--- src/rtl/rtl_sacc_if.sv ---
// rtl_sacc_if: bundles the ap_ctrl_hs block handshake, the packed input
// sample stream and the packed result of the SIMD accumulation stage.
// The accumulator (rtl_sacc) connects through the slave modport. The
// upstream driver connects through the master modport.
interface rtl_sacc_if #(
  parameter int LANES  = 4,
  parameter int LANE_W = 8,
  parameter int ACC_W  = 16
);
  // Block control
  logic                     ap_start;
  logic                     ap_continue;
  logic                     ap_idle;
  logic                     ap_ready;
  logic                     ap_done;
  // Transaction length, captured when the start is accepted
  logic [15:0]              len;
  // Sample stream
  logic [LANES*LANE_W-1:0]  x;
  logic                     x_ap_vld;
  // Result
  logic [LANES*ACC_W-1:0]   acc;
  logic                     acc_ap_vld;

  modport master (
    output ap_start, ap_continue, len, x, x_ap_vld,
    input  ap_idle, ap_ready, ap_done, acc, acc_ap_vld
  );

  modport slave (
    input  ap_start, ap_continue, len, x, x_ap_vld,
    output ap_idle, ap_ready, ap_done, acc, acc_ap_vld
  );
endinterface

--- src/rtl/rtl_sacc.sv ---
// rtl_sacc: accumulation stage placed behind the packed-SIMD adder.
// It sums `len` packed words per lane into widened signed accumulators and
// returns the packed totals under the ap_ctrl_hs block protocol.
// Optional feature: define RTL_SACC_SAT_EN for saturating lane adds.
// When it is undefined, the lane adds wrap modulo 2^ACC_W.
//
// Handshake semantics:
//   - A start is accepted in any cycle where the block is in IDLE, ap_start=1
//     and ap_ce=1. ap_ready is high in that same cycle.
//   - A sample is consumed in any cycle where the block is in ACCUM,
//     x_ap_vld=1 and ap_ce=1. The block does not backpressure samples, so
//     there is no ready signal on the stream.
//   - ap_done and acc_ap_vld stay high in DONE. The result is released in a
//     cycle with ap_continue=1 and ap_ce=1.
//   - With ap_ce=0 nothing is accepted, consumed or released.
module rtl_sacc #(
  parameter int LANES  = 4,
  parameter int LANE_W = 8,
  parameter int ACC_W  = 16
) (
  input  logic        ap_clk,
  input  logic        ap_rst_n,
  input  logic        ap_ce,
  rtl_sacc_if.slave   bus,
  output logic [1:0]  dbg_state
);

  typedef enum logic [1:0] {
    S_IDLE  = 2'd0,
    S_ACCUM = 2'd1,
    S_DONE  = 2'd2
  } state_t;

  state_t                        r_state;
  state_t                        w_state_nxt;
  logic   [15:0]                 r_len;
  logic   [15:0]                 r_cnt;
  logic   [LANES-1:0][ACC_W-1:0] r_acc;
  logic   [LANES-1:0][ACC_W-1:0] w_acc_nxt;
  logic                          w_start_acc;
  logic                          w_take;
  logic                          w_last;

  // The last sample is the one that makes the count reach the latched length
  assign w_last = (r_cnt == (r_len - 16'd1));

  // Next-state and per-cycle control decode; ap_ce gates every transition
  always_comb begin
    w_state_nxt = r_state;
    w_start_acc = 1'b0;
    w_take      = 1'b0;
    case (r_state)
      S_IDLE: begin
        if (ap_ce && bus.ap_start) begin
          w_start_acc = 1'b1;
          w_state_nxt = (bus.len == 16'd0) ? S_DONE : S_ACCUM;
        end
      end
      S_ACCUM: begin
        if (ap_ce && bus.x_ap_vld) begin
          w_take = 1'b1;
          if (w_last) begin
            w_state_nxt = S_DONE;
          end
        end
      end
      S_DONE: begin
        if (ap_ce && bus.ap_continue) begin
          w_state_nxt = S_IDLE;
        end
      end
      default: begin
        w_state_nxt = S_IDLE;
      end
    endcase
  end

  // FSM state register
  always_ff @(posedge ap_clk or negedge ap_rst_n) begin
    if (!ap_rst_n) begin
      r_state <= S_IDLE;
    end else begin
      r_state <= w_state_nxt;
    end
  end

  // Per-lane adders. Lanes are independent, so no carry crosses a lane.
  for (genvar g = 0; g < LANES; g++) begin : g_lane
    logic signed [LANE_W-1:0] w_x;
    logic signed [ACC_W-1:0]  w_x_ext;
    logic signed [ACC_W-1:0]  w_acc_s;

    assign w_x     = bus.x[g*LANE_W +: LANE_W];
    assign w_x_ext = ACC_W'(w_x);
    assign w_acc_s = r_acc[g];

`ifdef RTL_SACC_SAT_EN
    localparam logic [ACC_W-1:0] ACC_MAX = {1'b0, {(ACC_W-1){1'b1}}};
    localparam logic [ACC_W-1:0] ACC_MIN = {1'b1, {(ACC_W-1){1'b0}}};
    logic [ACC_W:0] w_sum;

    // One guard bit detects overflow: the top two bits differ only when
    // the true sum is outside the ACC_W signed range.
    assign w_sum = {w_acc_s[ACC_W-1], w_acc_s} + {w_x_ext[ACC_W-1], w_x_ext};

    // Clamp to the signed bound on the side the overflow went
    always_comb begin
      w_acc_nxt[g] = w_sum[ACC_W-1:0];
      if (w_sum[ACC_W] != w_sum[ACC_W-1]) begin
        w_acc_nxt[g] = w_sum[ACC_W] ? ACC_MIN : ACC_MAX;
      end
    end
`else
    // Wrapping add: plain ACC_W-bit two's complement sum
    always_comb begin
      w_acc_nxt[g] = w_acc_s + w_x_ext;
    end
`endif
  end

  // Datapath: latch the length and clear on start, accumulate on each consumed sample
  always_ff @(posedge ap_clk or negedge ap_rst_n) begin
    if (!ap_rst_n) begin
      r_len <= 16'd0;
      r_cnt <= 16'd0;
      r_acc <= '0;
    end else if (w_start_acc) begin
      r_len <= bus.len;
      r_cnt <= 16'd0;
      r_acc <= '0;
    end else if (w_take) begin
      r_cnt <= r_cnt + 16'd1;
      r_acc <= w_acc_nxt;
    end
  end

  // ap_ready is combinational, so it pulses in the cycle that accepts the start
  assign bus.ap_idle    = (r_state == S_IDLE);
  assign bus.ap_ready   = w_start_acc;
  assign bus.ap_done    = (r_state == S_DONE);
  assign bus.acc_ap_vld = (r_state == S_DONE);
  assign bus.acc        = r_acc;
  assign dbg_state      = r_state;

endmodule

--- src/flat_wrapper.sv ---
// flat-port wrapper written by rule: the top's interface ports become plain ports
module rtl_sacc_flat 
#(
  parameter int LANES  = 4,
  parameter int LANE_W = 8,
  parameter int ACC_W  = 16
)
  (ap_clk, ap_rst_n, ap_ce, dbg_state, bus_ap_start, bus_ap_continue, bus_len, bus_x, bus_x_ap_vld, bus_ap_idle, bus_ap_ready, bus_ap_done, bus_acc, bus_acc_ap_vld);
  rtl_sacc_if #(.LANES(LANES), .LANE_W(LANE_W), .ACC_W(ACC_W)) bus_i ();
  input  logic ap_clk;
  input  logic ap_rst_n;
  input  logic ap_ce;
  output logic [1:0] dbg_state;
  input wire logic [$bits(bus_i.ap_start)-1:0] bus_ap_start;
  input wire logic [$bits(bus_i.ap_continue)-1:0] bus_ap_continue;
  input wire logic [$bits(bus_i.len)-1:0] bus_len;
  input wire logic [$bits(bus_i.x)-1:0] bus_x;
  input wire logic [$bits(bus_i.x_ap_vld)-1:0] bus_x_ap_vld;
  output wire logic [$bits(bus_i.ap_idle)-1:0] bus_ap_idle;
  output wire logic [$bits(bus_i.ap_ready)-1:0] bus_ap_ready;
  output wire logic [$bits(bus_i.ap_done)-1:0] bus_ap_done;
  output wire logic [$bits(bus_i.acc)-1:0] bus_acc;
  output wire logic [$bits(bus_i.acc_ap_vld)-1:0] bus_acc_ap_vld;
  assign bus_i.ap_start = bus_ap_start;
  assign bus_i.ap_continue = bus_ap_continue;
  assign bus_i.len = bus_len;
  assign bus_i.x = bus_x;
  assign bus_i.x_ap_vld = bus_x_ap_vld;
  assign bus_ap_idle = bus_i.ap_idle;
  assign bus_ap_ready = bus_i.ap_ready;
  assign bus_ap_done = bus_i.ap_done;
  assign bus_acc = bus_i.acc;
  assign bus_acc_ap_vld = bus_i.acc_ap_vld;
  rtl_sacc #(.LANES(LANES), .LANE_W(LANE_W), .ACC_W(ACC_W)) u_core (.ap_clk(ap_clk), .ap_rst_n(ap_rst_n), .ap_ce(ap_ce), .bus(bus_i), .dbg_state(dbg_state));
endmodule
--- config.mk ---
export PLATFORM = sky130hd
export DESIGN_NAME = rtl_sacc_flat
export DESIGN_NICKNAME = d
export VERILOG_FILES = /design/src/rtl/rtl_sacc_if.sv /design/src/rtl/rtl_sacc.sv /design/src/flat_wrapper.sv
export SDC_FILE = /design/constraint.sdc
export NUM_CORES = 1
export LEC_CHECK = 0
export ABC_AREA = 1
export BUFFER_PORTS_ARGS = -buffer_cell sky130_fd_sc_hd__buf_2
export CAP_MARGIN = 20
export CORE_MARGIN = 4
export CORE_UTILIZATION = 40
export DETAILED_ROUTE_END_ITERATION = 10
export GPL_TIMING_DRIVEN = 0
export SYNTH_ARGS = -nofsm -noshare
export SYNTH_HDL_FRONTEND = slang
export SYNTH_SLANG_ARGS = --single-unit
export TNS_END_PERCENT = 20
--- constraint.sdc ---
create_clock -name ap_clk -period 1.9 [get_ports ap_clk]
set_input_delay 0.38 -clock ap_clk [delete_from_list [all_inputs] [get_ports ap_clk]]
set_output_delay 0.38 -clock ap_clk [all_outputs]
set_load 0.005 [all_outputs]
==> results of run 1 <==
==> area by class of cell <==
type	count	area share, %
multi-input combinational	776	52.2
sequential	98	26.2
timing repair buffer	157	9.50
inverter	124	5.03
tap	229	3.05
clock buffer	14	2.59
buffer	18	1.06
clock inverter	2	0.399
==> how the worst min path moves through the flow <==
| stage | slack, ps | endpoint | cells after the start | start |
|---|---|---|---|---|
| after floorplan | 80 | u_core.dbg_state[0]$_DFFE_PN0P_ | 0 | ap_rst_n |
| after global placement | 480 | u_core.r_cnt[15]$_DFFE_PN0P_ | 1 | u_core.r_cnt[15]$_DFFE_PN0P_ |
| final | 10 | u_core.g_lane[3].w_acc_s[8]$_DFFE_PN0P_ | 1 | ap_rst_n |
| after detailed placement | 420 | u_core.g_lane[3].w_acc_s[8]$_DFFE_PN0P_ | 1 | ap_rst_n |
| after CTS | 30 | u_core.g_lane[3].w_acc_s[8]$_DFFE_PN0P_ | 1 | ap_rst_n |
| after global routing | 50 | u_core.g_lane[3].w_acc_s[8]$_DFFE_PN0P_ | 1 | ap_rst_n |
==> state kept, by name, summed over array words and instances, names as in the netlist <==
| signal | count |
|---|---|
| u_core.dbg_state | 2 |
| u_core.g_lane.w_acc_s | 64 |
| u_core.r_cnt | 16 |
| u_core.r_len | 16 |
==> kinds of logic (layout without fill, tap and decap cells) <==
logic type,after synthesis,in the layout,share of synthesized area (%)
AOI/OAI and AO/OA,231,231,17.5
adders and majority gates,66,66,11.7
xor gates and xnor gates,24,24,2.88
buffers and inverters,142,315,7.38
and+or+nand+nor,455,455,26.9
DFF,98,98,33.7
==> metal layers <==
| layer | GRT usage [%] | wire length, microns |
|---|---|---|
| met1 | 27.4 | 9790 |
| met2 | 34.3 | 10000 |
| met3 | 3.88 | 864 |
| met4 | 4.80 | 330 |
| met5 | 0 | 14 |
==> stage by stage <==
| step | setup TNS, ps | area, sq um | setup slack, ps | power (W) | std cells |
|---|---|---|---|---|---|
| 3_5_place_dp | -4640 | 8220 | -355 | 0.0103 | 1369 |
| 3_3_place_gp | -74390 | 8190 | -720 | 0.0102 | 1368 |
| 2_1_floorplan | 0 | 7290 | 26.2 | 0.00824 | 1016 |
| 5_1_grt | -1330 | 9410 | -143 | 0.0150 | 1418 |
| 4_1_cts | -16.3 | 8790 | -12.0 | 0.0127 | 1395 |
| 6_report | -45.4 | 9410 | -26.3 | 0.0136 | 1418 |
==> timing repair <==
action                     4_1_cts  5_1_grt
cloned                           0        0
hold buffers                     0        0
gates resized for setup         39      111
setup endpoints to repair       28       76
pin swaps                       10       34
setup buffers                   10       23
==> power by group through the flow <==
stage	registers (W)	clock network (W)	logic (W)
final	0.00382	0.00187	0.00793
after global routing	0.00393	0.00200	0.00903
after CTS	0.00374	0.00191	0.00702
after detailed placement	0.00373	0	0.00658
after global placement	0.00374	0	0.00648
after floorplan	0.00358	0	0.00466
==> cell usage in the layout, fill, tap and decap left out, drive strengths merged <==
cell type / synthesis / final
nand3b: 11 / 11
inv: 121 / 121
nand2: 290 / 290
fa: 4 / 4
nor4: 1 / 1
o21ai: 98 / 98
nand3: 50 / 50
nand4: 8 / 8
xnor2: 7 / 7
o31ai: 6 / 6
and2: 1 / 1
buf: 2 / 159
or2: 2 / 2
a211oi: 2 / 2
dfrtp: 98 / 98
a21boi: 2 / 2
nor2: 75 / 75
clkbuf: 16 / 30
a22o: 5 / 5
clkinv: 3 / 3
a21oi: 87 / 87
nor3: 16 / 16
bufinv: 0 / 1
o22ai: 4 / 4
clkinvlp: 0 / 1
a32o: 3 / 3
ha: 62 / 62
and3b: 1 / 1
o21bai: 9 / 9
xor2: 17 / 17
a31oi: 5 / 5
a21o: 10 / 10
==> impl_summary.txt, run 1 <==
----------------------------------------------------
[Status]
  Run status ... finished, violations left
  Violations in the final reports ... negative setup slack

[STA]
  Period Utilization, post-route ... 101%
  Final count of pins violating max slew ... 0
  Worst Hold Margin ... 13.2 ps
  Final Worst Setup Slack ... -26.3 ps
  Headroom to the max-slew limit ... 60.6%
  Final setup violation count ... 2
  Minimum clock period after layout ... 1930 ps
  Final clock skew ... 7.94 ps
  Worst Max-Slew Pin Slew ... 592 ps
  Hold Fails Final Rpt ... 0
  Maximum clock rate ... 0.519 GHz
  Unrepaired setup endpoints after global routing ... yes

[Floorplanning]
  Die width ... 143 microns
  Number of core rows ... 49
  Top-Level Pins ... 124
  Initial core utilization ... 40.6%
  Die Height ... 143 microns
  Core region area ... 18000 sq um
  Die outline area ... 20400 sq um

[Global routing]
  Total Routing Usage GR ... 20.5%
  Via count of the first global-routing pass ... 6743
  Initial antenna violation count ... 1
  Remaining global-route overflow ... 0
  Maximum number of pins on one net before global-route repair ... 59
  First-pass GRT wire length ... 33500 microns

[CTS]
  Sink count of the clock tree ... 98
  Root buffer selected by CTS ... sky130_fd_sc_hd__clkbuf_16
  Insertion delay of the later-clocked pin in the worst-skew pair ... 360 ps
  Clock H-tree levels ... 3
  Number of clock buffers inserted by TritonCTS ... 9
  Clock slew at the register clock pins of the worst setup and hold paths ... 70 ps
  Number of buffers between clock root and the deepest sink ... 2
  TritonCTS clock tree ... done

[Logic synthesis]
  Post-Synthesis Net Count ... 1136
  Share of the synthesized area in the top cell type ... 33.7%
  Cell count after synthesis ... 1016
  Most frequent cell after synthesis ... sky130_fd_sc_hd__nand2_1
  Number of flops mapped to enable cells by yosys ... 0
  Synth Area per Inst ... 7.17 sq um
  Share of flip-flops with an asynchronous set or reset ... 100%
  Top flip-flop cell by instance count after synthesis ... sky130_fd_sc_hd__dfrtp_1
  Share of synthesized area occupied by flip-flops and latches ... 33.7%
  Count of cell types in the netlist ... 41
  #FFs+latches synth ... 98
  Number of warnings printed during yosys synthesis ... 0
  Cell types occupying the most area after synthesis ... sky130_fd_sc_hd__dfrtp_1 34%, sky130_fd_sc_hd__nand2_1 15%, sky130_fd_sc_hd__ha_1 11%
  Cell area after synthesis ... 7290 sq um
  Cell accounting for the most synthesized area ... sky130_fd_sc_hd__dfrtp_1
  Commonest cells post-synth ... 285 x sky130_fd_sc_hd__nand2_1, 114 x sky130_fd_sc_hd__inv_1, 98 x sky130_fd_sc_hd__dfrtp_1, 87 x sky130_fd_sc_hd__a21oi_1, 87 x sky130_fd_sc_hd__o21ai_0

[Setup path]
  Worst Path Max Fanout ... 2
  Reg-to-Reg End ... u_core.g_lane[1].w_acc_s[4]$_DFFE_PN0P_
  Cell with the most instances on the worst path ... sky130_fd_sc_hd__buf_4
  Worst r2r src ... u_core.g_lane[1].w_acc_s[0]$_DFFE_PN0P_
  Start point of the critical path ... u_core.g_lane[1].w_acc_s[0]$_DFFE_PN0P_
  Crit path arrival time ... 2160 ps
  Worst setup path endpoint ... u_core.g_lane[1].w_acc_s[4]$_DFFE_PN0P_
  Startpoint kind of the worst setup timing path ... register
  Worst Path Buf+Inv ... 5
  Critical path depth ... 10
  Type of the setup path with the least slack ... reg -> reg
  Reg-to-reg slack, setup ... -30 ps
  CP delay by family, top ... adder cells
  R2r worst-path depth ... 10
  Critical Path End Type ... register
  CP cell instances ... ha_2 -> inv_2 -> fa_2 -> o21ai_4 -> buf_4 -> buf_4 -> buf_4 -> buf_4 -> xor2_1 -> o31ai_1
  Required time of the worst setup path ... 2140 ps
  Slowest Stage Delay on Critical Path ... 380 ps
  Cell type of the slowest stage on the worst timing path ... sky130_fd_sc_hd__fa_2

[Power]
  Net Sw Frac ... 45.8%
  Power per cell area ... 1450 nW/um^2
  Worst VDD drop ... 0.638 mV
  Combinational cell fraction of total power ... 58.2%
  Leakage dissipation ... 4.92 nW
  Part of the total power dissipated in sequential elements ... 28.0%
  Clock share of power ... 13.7%
  Internal power contribution ... 0.00738 W
  Sw power ... 0.00624 W

[Cells and area]
  Layout net count ... 1304
  FF+latch area ... 2460 sq um
  Fraction of final layout cells with drive strength greater than 1 ... 25.4%
  End-of-flow core utilization ... 52.4%
  Diode insertion count for antenna repair ... 0
  Multi-input gate area ... 4910 sq um
  Synth-to-Final Area Change ... 29.1%
  Fill cell count ... 1749

[Route]
  Number of nets with antenna violations after detailed routing ... 0
  Total Wirelength ... 21000 microns
  Post-route DRC violation count ... 0
  Violation count after the first detailed-routing iteration ... 415
  Vias per cell ... 5.04
  Routed wire per std cell ... 14.8 microns
  Via Count ... 7144
  First-pass detailed-route iteration total ... 5

[Worst hold path]
  Hold WC Path Type ... in -> async

[Placement]
  Count of port buffers added during placement ... 123
  DP Wirelength ... 15400 microns
  Placer's final routability congestion estimate ... 0.906

[Run]
  Max-cap check violation count ... 0

----------------------------------------------------
(Power assumes the default switching activity.)
==> run 2, diff against run 1 <==
--- a/config.mk
+++ b/config.mk
@@ -10,8 +10,10 @@
 export CAP_MARGIN = 20
 export CORE_MARGIN = 4
 export CORE_UTILIZATION = 40
+export CTS_CLUSTER_SIZE = 25
 export DETAILED_ROUTE_END_ITERATION = 10
 export GPL_TIMING_DRIVEN = 0
+export SETUP_SLACK_MARGIN = 0.02
 export SYNTH_ARGS = -nofsm -noshare
 export SYNTH_HDL_FRONTEND = slang
 export SYNTH_SLANG_ARGS = --single-unit
==> constraint.sdc (replaced) <==
create_clock -name ap_clk -period 1.66 [get_ports ap_clk]
set_input_delay 0.332 -clock ap_clk [delete_from_list [all_inputs] [get_ports ap_clk]]
set_output_delay 0.332 -clock ap_clk [all_outputs]
set_load 0.005 [all_outputs]
==> impl_summary.txt, run 2 (synthesis gave the netlist of run 1 again) <==
----------------------------------------------------
[Status]
  Run status ... finished, violations left (unchanged)
  Violations in the final reports ... negative setup slack (unchanged)

[STA]
  Final Worst Setup Slack ... -287 ps (was -26.3 ps)
  Final clock skew ... 6.71 ps (was 7.94 ps)
  Worst Max-Slew Pin Slew ... 503 ps (was 592 ps)
  Headroom to the max-slew limit ... 66.5% (was 60.6%)
  Final count of pins violating max slew ... 0 (unchanged)
  Unrepaired setup endpoints after global routing ... yes (unchanged)
  Final setup violation count ... 36 (was 2)
  Period Utilization, post-route ... 117% (was 101%)
  Hold Fails Final Rpt ... 0 (unchanged)
  Minimum clock period after layout ... 1950 ps (was 1930 ps)
  Maximum clock rate ... 0.514 GHz (was 0.519 GHz)

[Global routing]
  Maximum number of pins on one net before global-route repair ... 66 (was 59)
  First-pass GRT wire length ... 36200 microns (was 33500 microns)
  Total Routing Usage GR ... 22.1% (was 20.5%)
  Via count of the first global-routing pass ... 7281 (was 6743)
  Remaining global-route overflow ... 0 (unchanged)
  Initial antenna violation count ... 3 (was 1)

[Route]
  Routed wire length on met3 ... 1140 microns (was 864 microns)
  Vias per cell ... 5.10 (was 5.04)
  Routed wire per std cell ... 15.3 microns (was 14.8 microns)
  Violation count after the first detailed-routing iteration ... 398 (was 415)
  Total Wirelength ... 22700 microns (was 21000 microns)
  Post-route DRC violation count ... 0 (unchanged)
  Metal2 WL ... 11100 microns (was 10000 microns)
  Highest metal layer used by the detailed router ... met5 (unchanged)
  First-pass detailed-route iteration total ... 4 (was 5)
  Via Count ... 7563 (was 7144)
  Number of nets with antenna violations after detailed routing ... 0 (unchanged)
  Routed length on met1 ... 10000 microns (was 9790 microns)

[Cells and area]
  End-of-flow core utilization ... 56.9% (was 52.4%)
  Summed area of non-filler cells in the final layout ... 10200 sq um (was 9410 sq um)
  Layout net count ... 1369 (was 1304)
  Most common library cell in the layout ignoring fill and taps ... sky130_fd_sc_hd__nand2_1 (unchanged)
  Commonest cells after routing, fill and taps aside ... 267 x sky130_fd_sc_hd__nand2_1, 123 x sky130_fd_sc_hd__buf_2, 99 x sky130_fd_sc_hd__inv_1, 97 x sky130_fd_sc_hd__buf_4, 87 x sky130_fd_sc_hd__dfrtp_1 (was 279 x sky130_fd_sc_hd__nand2_1, 123 x sky130_fd_sc_hd__buf_2, 107 x sky130_fd_sc_hd__inv_1, 92 x sky130_fd_sc_hd__dfrtp_1, 73 x sky130_fd_sc_hd__o21ai_0)
  Synth-to-Final Area Change ... 40.4% (was 29.1%)
  Fraction of final layout cells with drive strength greater than 1 ... 34.1% (was 25.4%)
  Max FFs per register ... 64 (unchanged)

[Placement]
  Placer's final routability congestion estimate ... 0.902 (was 0.906)
  Placed inst area ... 8250 sq um (was 8220 sq um)
  DP Wirelength ... 15700 microns (was 15400 microns)
  Count of port buffers added during placement ... 123 (unchanged)

[Floorplanning]
  Number of core rows ... 49 (unchanged)
  Top-Level Pins ... 124 (unchanged)
  Initial core utilization ... 40.6% (unchanged)
  Die width ... 143 microns (unchanged)
  Die Height ... 143 microns (unchanged)
  Die outline area ... 20400 sq um (unchanged)
  Core region area ... 18000 sq um (unchanged)

[Setup path]
  Type of the setup path with the least slack ... reg -> reg (unchanged)
  Crit path arrival time ... 2200 ps (was 2160 ps)
  Worst Path Max Fanout ... 4 (was 2)
  Critical Path End Type ... register (unchanged)
  Startpoint kind of the worst setup timing path ... register (unchanged)
  Required time of the worst setup path ... 1920 ps (was 2140 ps)

[CTS]
  TritonCTS clock tree ... done (unchanged)
  Clock slew at the register clock pins of the worst setup and hold paths ... 70 ps (about the same)
  Clock H-tree levels ... 3 (unchanged)
  Insertion delay of the later-clocked pin in the worst-skew pair ... 360 ps (about the same)
  Root buffer selected by CTS ... sky130_fd_sc_hd__clkbuf_16 (unchanged)
  Number of buffers between clock root and the deepest sink ... 2 (unchanged)
  Sink count of the clock tree ... 98 (unchanged)
  Number of clock buffers inserted by TritonCTS ... 9 (unchanged)

[Power]
  Worst VDD drop ... 0.764 mV (was 0.638 mV)
  Leakage dissipation ... 5.32 nW (was 4.92 nW)
  Power per cell area ... 1680 nW/um^2 (was 1450 nW/um^2)

[Run]
  Max-cap check violation count ... 0 (unchanged)

[Worst hold path]
  Hold WC Path Type ... in -> reg (was in -> async)

----------------------------------------------------
-- run 2: cell types whose count changed in the layout (fill, tap and decap cells not counted), moves of 10 or more --
cell,before,now
sky130_fd_sc_hd__nand2_2,9,22
sky130_fd_sc_hd__inv_2,11,21
sky130_fd_sc_hd__o21ai_1,20,32
sky130_fd_sc_hd__buf_4,35,97
sky130_fd_sc_hd__o21ai_0,73,56
sky130_fd_sc_hd__nand2_1,279,267
-- run 2: critical path, cell delays in order (launching register included) --
cell	delay, ps
sky130_fd_sc_hd__dfrtp_1	360
sky130_fd_sc_hd__ha_2	180
sky130_fd_sc_hd__inv_2	50
sky130_fd_sc_hd__fa_2	370
sky130_fd_sc_hd__o21ai_4	190
sky130_fd_sc_hd__a21oi_4	100
sky130_fd_sc_hd__buf_4	140
sky130_fd_sc_hd__buf_6	100
sky130_fd_sc_hd__xor2_1	130
sky130_fd_sc_hd__o31ai_1	210
-- run 2: worst paths after layout --
| path | start | slack [ps] | to | cells past startpoint |
|---|---|---|---|---|
| max in group asynchronous | ap_rst_n | 470 | u_core.r_len[6]$_DFFE_PN0P_ | 3 |
| hold / removal | bus_len[3] | 200 | u_core.r_len[3]$_DFFE_PN0P_ | 3 |
| setup reg to reg | u_core.g_lane[2].w_acc_s[0]$_DFFE_PN0P_ | -290 | u_core.g_lane[2].w_acc_s[6]$_DFFE_PN0P_ | 9 |
| setup / recovery | u_core.g_lane[2].w_acc_s[0]$_DFFE_PN0P_ | -290 | u_core.g_lane[2].w_acc_s[6]$_DFFE_PN0P_ | 9 |
| hold reg to reg | u_core.r_cnt[15]$_DFFE_PN0P_ | 510 | u_core.r_cnt[15]$_DFFE_PN0P_ | 1 |
| min in group asynchronous | ap_rst_n | 490 | u_core.g_lane[0].w_acc_s[8]$_DFFE_PN0P_ | 2 |
-- run 2: what timing repair did --
item / CTS / global route
setup buffers: 61 / 36
hold buffers: 1 / 0
endpoints found under the setup margin: 97 / 94
gates resized for setup: 140 / 105
pin swaps: 67 / 51
endpoints found under the hold margin: 33 / 0
-- run 2: power by group --
part,switching [W],internal [W]
clock network,0.000964,0.00124
registers,0.00104,0.00331
logic,0.00562,0.00500
total,0.00763,0.00955
-- run 2: final cells by class --
type	count	area, sq um
Timing Repair Buffer	222	1410
Clock buffer	11	253
Multi-Input combinational cell	776	5140
Fill cell	1709	7730
Sequential cell	98	2470
Tap cell	229	287
Antenna cell	1	2.50
Inverter	124	473
Buffer	18	146
Clock inverter	5	52.6
-- run 2: stage by stage --
step | setup slack (ps) | setup TNS [ps] | hold slack (ps) | instances | total power, W
global placement | -947 | -110410 | 483 | 1368 | 0.0118
global route | -390 | -8350 | 200 | 1484 | 0.0188
floorplan | -113 | -740 | 36.4 | 1016 | 0.00949
CTS | -264 | -5330 | 189 | 1447 | 0.0162
finish | -287 | -3350 | 197 | 1484 | 0.0172
detailed placement | -387 | -20500 | 339 | 1369 | 0.0119
-- run 2: per-layer routing --
metal / vias to the layer above / global-route usage, %
met1: 3549 / 28.1
met5: - / 0
li1: 3846 / -
met3: 27 / 4.35
met2: 137 / 37.9
met4: 4 / 6.75
==> run 3, diff against run 2 <==
--- a/config.mk
+++ b/config.mk
@@ -8,11 +8,14 @@
 export ABC_AREA = 1
 export BUFFER_PORTS_ARGS = -buffer_cell sky130_fd_sc_hd__buf_2
 export CAP_MARGIN = 20
+export CELL_PAD_IN_SITES_DETAIL_PLACEMENT = 1
+export CELL_PAD_IN_SITES_GLOBAL_PLACEMENT = 2
 export CORE_MARGIN = 4
-export CORE_UTILIZATION = 40
+export CORE_UTILIZATION = 35
 export CTS_CLUSTER_SIZE = 25
 export DETAILED_ROUTE_END_ITERATION = 10
 export GPL_TIMING_DRIVEN = 0
+export PLACE_DENSITY_LB_ADDON = 0.1
 export SETUP_SLACK_MARGIN = 0.02
 export SYNTH_ARGS = -nofsm -noshare
 export SYNTH_HDL_FRONTEND = slang
==> constraint.sdc (replaced) <==
create_clock -name ap_clk -period 2.35 [get_ports ap_clk]
set_input_delay 0.47 -clock ap_clk [delete_from_list [all_inputs] [get_ports ap_clk]]
set_output_delay 0.47 -clock ap_clk [all_outputs]
set_load 0.1 [all_outputs]
==> impl_summary.txt, run 3 (synthesis gave the netlist of run 1 again) <==
----------------------------------------------------
[STA]
  Final count of pins violating max slew ... 0 (unchanged)
  Headroom to the max-slew limit ... 43.7% (was 66.5%)
  Worst Max-Slew Pin Slew ... 845 ps (was 503 ps)
  Period Utilization, post-route ... 94.3%
  Final clock skew ... 5.82 ps (was 6.71 ps)
  Minimum clock period after layout ... 2220 ps
  Maximum clock rate ... 0.451 GHz
  Unrepaired setup endpoints after global routing ... yes (unchanged)
  Final setup violation count ... 0 (was 36)
  Hold Fails Final Rpt ... 0 (unchanged)

[Placement]
  Placed inst area ... 8290 sq um (was 8250 sq um)
  Placer's final routability congestion estimate ... 0.807 (was 0.902)
  DP Wirelength ... 17700 microns (was 15700 microns)
  Count of port buffers added during placement ... 123 (unchanged)

[Cells and area]
  Diode insertion count for antenna repair ... 0 (was 1)
  Layout net count ... 1271 (was 1369)
  Multi-input gate area ... 4320 sq um (was 5140 sq um)
  Synth-to-Final Area Change ... 18.6% (was 40.4%)
  FF+latch area ... 2460 sq um (was 2470 sq um)
  Commonest cells after routing, fill and taps aside ... 285 x sky130_fd_sc_hd__nand2_1, 122 x sky130_fd_sc_hd__buf_2, 114 x sky130_fd_sc_hd__inv_1, 92 x sky130_fd_sc_hd__dfrtp_1, 87 x sky130_fd_sc_hd__o21ai_0 (was 267 x sky130_fd_sc_hd__nand2_1, 123 x sky130_fd_sc_hd__buf_2, 99 x sky130_fd_sc_hd__inv_1, 97 x sky130_fd_sc_hd__buf_4, 87 x sky130_fd_sc_hd__dfrtp_1)
  Summed area of non-filler cells in the final layout ... 8640 sq um (was 10200 sq um)
  Fraction of final layout cells with drive strength greater than 1 ... 15.7% (was 34.1%)
  Max FFs per register ... 64 (unchanged)
  Fill cell count ... 2649 (was 1709)
  Most common library cell in the layout ignoring fill and taps ... sky130_fd_sc_hd__nand2_1 (unchanged)

[CTS]
  Number of clock buffers inserted by TritonCTS ... 9 (unchanged)
  Hold Buf Count CTS ... 0 (was 1)
  Clock slew at the register clock pins of the worst setup and hold paths ... 70 ps (about the same)
  Number of buffers between clock root and the deepest sink ... 2 (unchanged)
  TritonCTS clock tree ... done (unchanged)
  Root buffer selected by CTS ... sky130_fd_sc_hd__clkbuf_16 (unchanged)
  Insertion delay of the later-clocked pin in the worst-skew pair ... 360 ps (about the same)
  Sink count of the clock tree ... 98 (unchanged)
  Clock H-tree levels ... 3 (unchanged)

[Route]
  First-pass detailed-route iteration total ... 4 (unchanged)
  Total Wirelength ... 22500 microns (was 22700 microns)
  Post-route DRC violation count ... 0 (unchanged)
  Routed wire per std cell ... 15.8 microns (was 15.3 microns)
  Violation count after the first detailed-routing iteration ... 248 (was 398)
  Vias per cell ... 4.99 (was 5.10)
  Number of nets with antenna violations after detailed routing ... 0 (unchanged)
  Via Count ... 7121 (was 7563)

[Setup path]
  Critical path depth ... 5 (was 9)
  Startpoint kind of the worst setup timing path ... register (unchanged)
  Critical Path End Type ... output pin (was register)
  Slowest Stage Delay on Critical Path ... 460 ps (was 370 ps)
  CP cell instances ... nor2_4 -> inv_2 -> nor2_4 -> clkbuf_4 -> buf_6 (was ha_2 -> inv_2 -> fa_2 -> o21ai_4 -> a21oi_4 -> buf_4 -> buf_6 -> xor2_1 -> o31ai_1)
  Crit path arrival time ... 1750 ps (was 2200 ps)
  Required time of the worst setup path ... 1880 ps (was 1920 ps)
  Cell with the most instances on the worst path ... sky130_fd_sc_hd__nor2_4
  Worst Path Buf+Inv ... 3 (unchanged)
  Cell type of the slowest stage on the worst timing path ... sky130_fd_sc_hd__dfrtp_2 (was sky130_fd_sc_hd__fa_2)
  Type of the setup path with the least slack ... reg -> out (was reg -> reg)
  R2r worst-path depth ... 11 (was 9)
  CP delay by family, top ... buffers and inverters (was adder cells)
  Worst Path Max Fanout ... 10 (was 4)

[Floorplanning]
  Number of core rows ... 52 (was 49)
  Die Height ... 152 microns (was 143 microns)
  Die outline area ... 23200 sq um (was 20400 sq um)
  Die width ... 152 microns (was 143 microns)
  Initial core utilization ... 35.8% (was 40.6%)
  Top-Level Pins ... 124 (unchanged)
  Core region area ... 20400 sq um (was 18000 sq um)

[Status]
  Run status ... finished, final reports clean (was finished, violations left)

[Global routing]
  First-pass GRT wire length ... 37400 microns (was 36200 microns)
  Total Routing Usage GR ... 19.4% (was 22.1%)
  Initial antenna violation count ... 0 (was 3)
  Maximum number of pins on one net before global-route repair ... 60 (was 66)
  Via count of the first global-routing pass ... 7469 (was 7281)
  Remaining global-route overflow ... 0 (unchanged)

[Worst hold path]
  Hold WC Path Type ... in -> async (was in -> reg)

[Run]
  Max-cap check violation count ... 0 (unchanged)

----------------------------------------------------
==> run 3: changes by cell type in the layout (fill, tap and decap cells not counted), moves of 22 or more <==
cell and delta:
sky130_fd_sc_hd__a21oi_1 +22, sky130_fd_sc_hd__buf_4 -95, sky130_fd_sc_hd__ha_1 +38, sky130_fd_sc_hd__ha_4 -32, sky130_fd_sc_hd__o21ai_0 +31, sky130_fd_sc_hd__o21ai_1 -23
==> run 3: repair_timing <==
| action | CTS | global route |
|---|---|---|
| resized for setup | 2 | 4 |
| buffers inserted | 0 | 0 |
| setup endpoints to repair | 1 | 4 |
==> run 3: per-stage QoR <==
step / utilization (%) / hold slack, ps / setup TNS (ps) / setup slack, ps / instances
final: 42.4 / 109 / 0 / 133 / 1426
after detailed placement: 40.7 / 494 / -8.85 / -8.85 / 1410
after global placement: 40.6 / 474 / -46660 / -678 / 1409
after CTS: 42.4 / 122 / 0 / 73.6 / 1426
after global routing: 42.4 / 148 / -21.8 / -21.8 / 1426
after floorplan: - / 174 / -725 / -163 / 1016
==> run 3: worst paths after layout <==
| path | start | end | slack [ps] |
|---|---|---|---|
| min in group ap_clk | bus_len[3] | u_core.r_len[3]$_DFFE_PN0P_ | 340 |
| max reg2reg | u_core.g_lane[1].w_acc_s[0]$_DFFE_PN0P_ | u_core.g_lane[1].w_acc_s[12]$_DFFE_PN0P_ | 180 |
| min reg2reg | u_core.r_cnt[15]$_DFFE_PN0P_ | u_core.r_cnt[15]$_DFFE_PN0P_ | 500 |
| max in group asynchronous | ap_rst_n | u_core.g_lane[2].w_acc_s[0]$_DFFE_PN0P_ | 1520 |
| max | u_core.dbg_state[0]$_DFFE_PN0P_ | bus_ap_ready | 130 |
| min | ap_rst_n | u_core.r_len[9]$_DFFE_PN0P_ | 110 |
==> run 3: layout make-up <==
| type | instances | area share, % |
|---|---|---|
| buffer | 18 | 0.883 |
| clock buffer | 10 | 2.76 |
| clock inverter | 6 | 1.04 |
| inverter | 124 | 5.38 |
| multi-input combinational | 776 | 50.0 |
| sequential | 98 | 28.5 |
| tap | 270 | 3.91 |
| timing repair buffer | 124 | 7.54 |
==> run 3: per-layer routing <==
metal	vias to the layer above	GRT usage, %	routed length, microns
met5	-	0	0
met4	0	3.81	230
met3	16	2.87	655
met2	89	34.6	11000
met1	3368	25.2	10600
li1	3648	-	-
Power of run 3 is not shown: default switching activity piles up to over one toggle a cycle in this logic, so the estimate is an artifact.
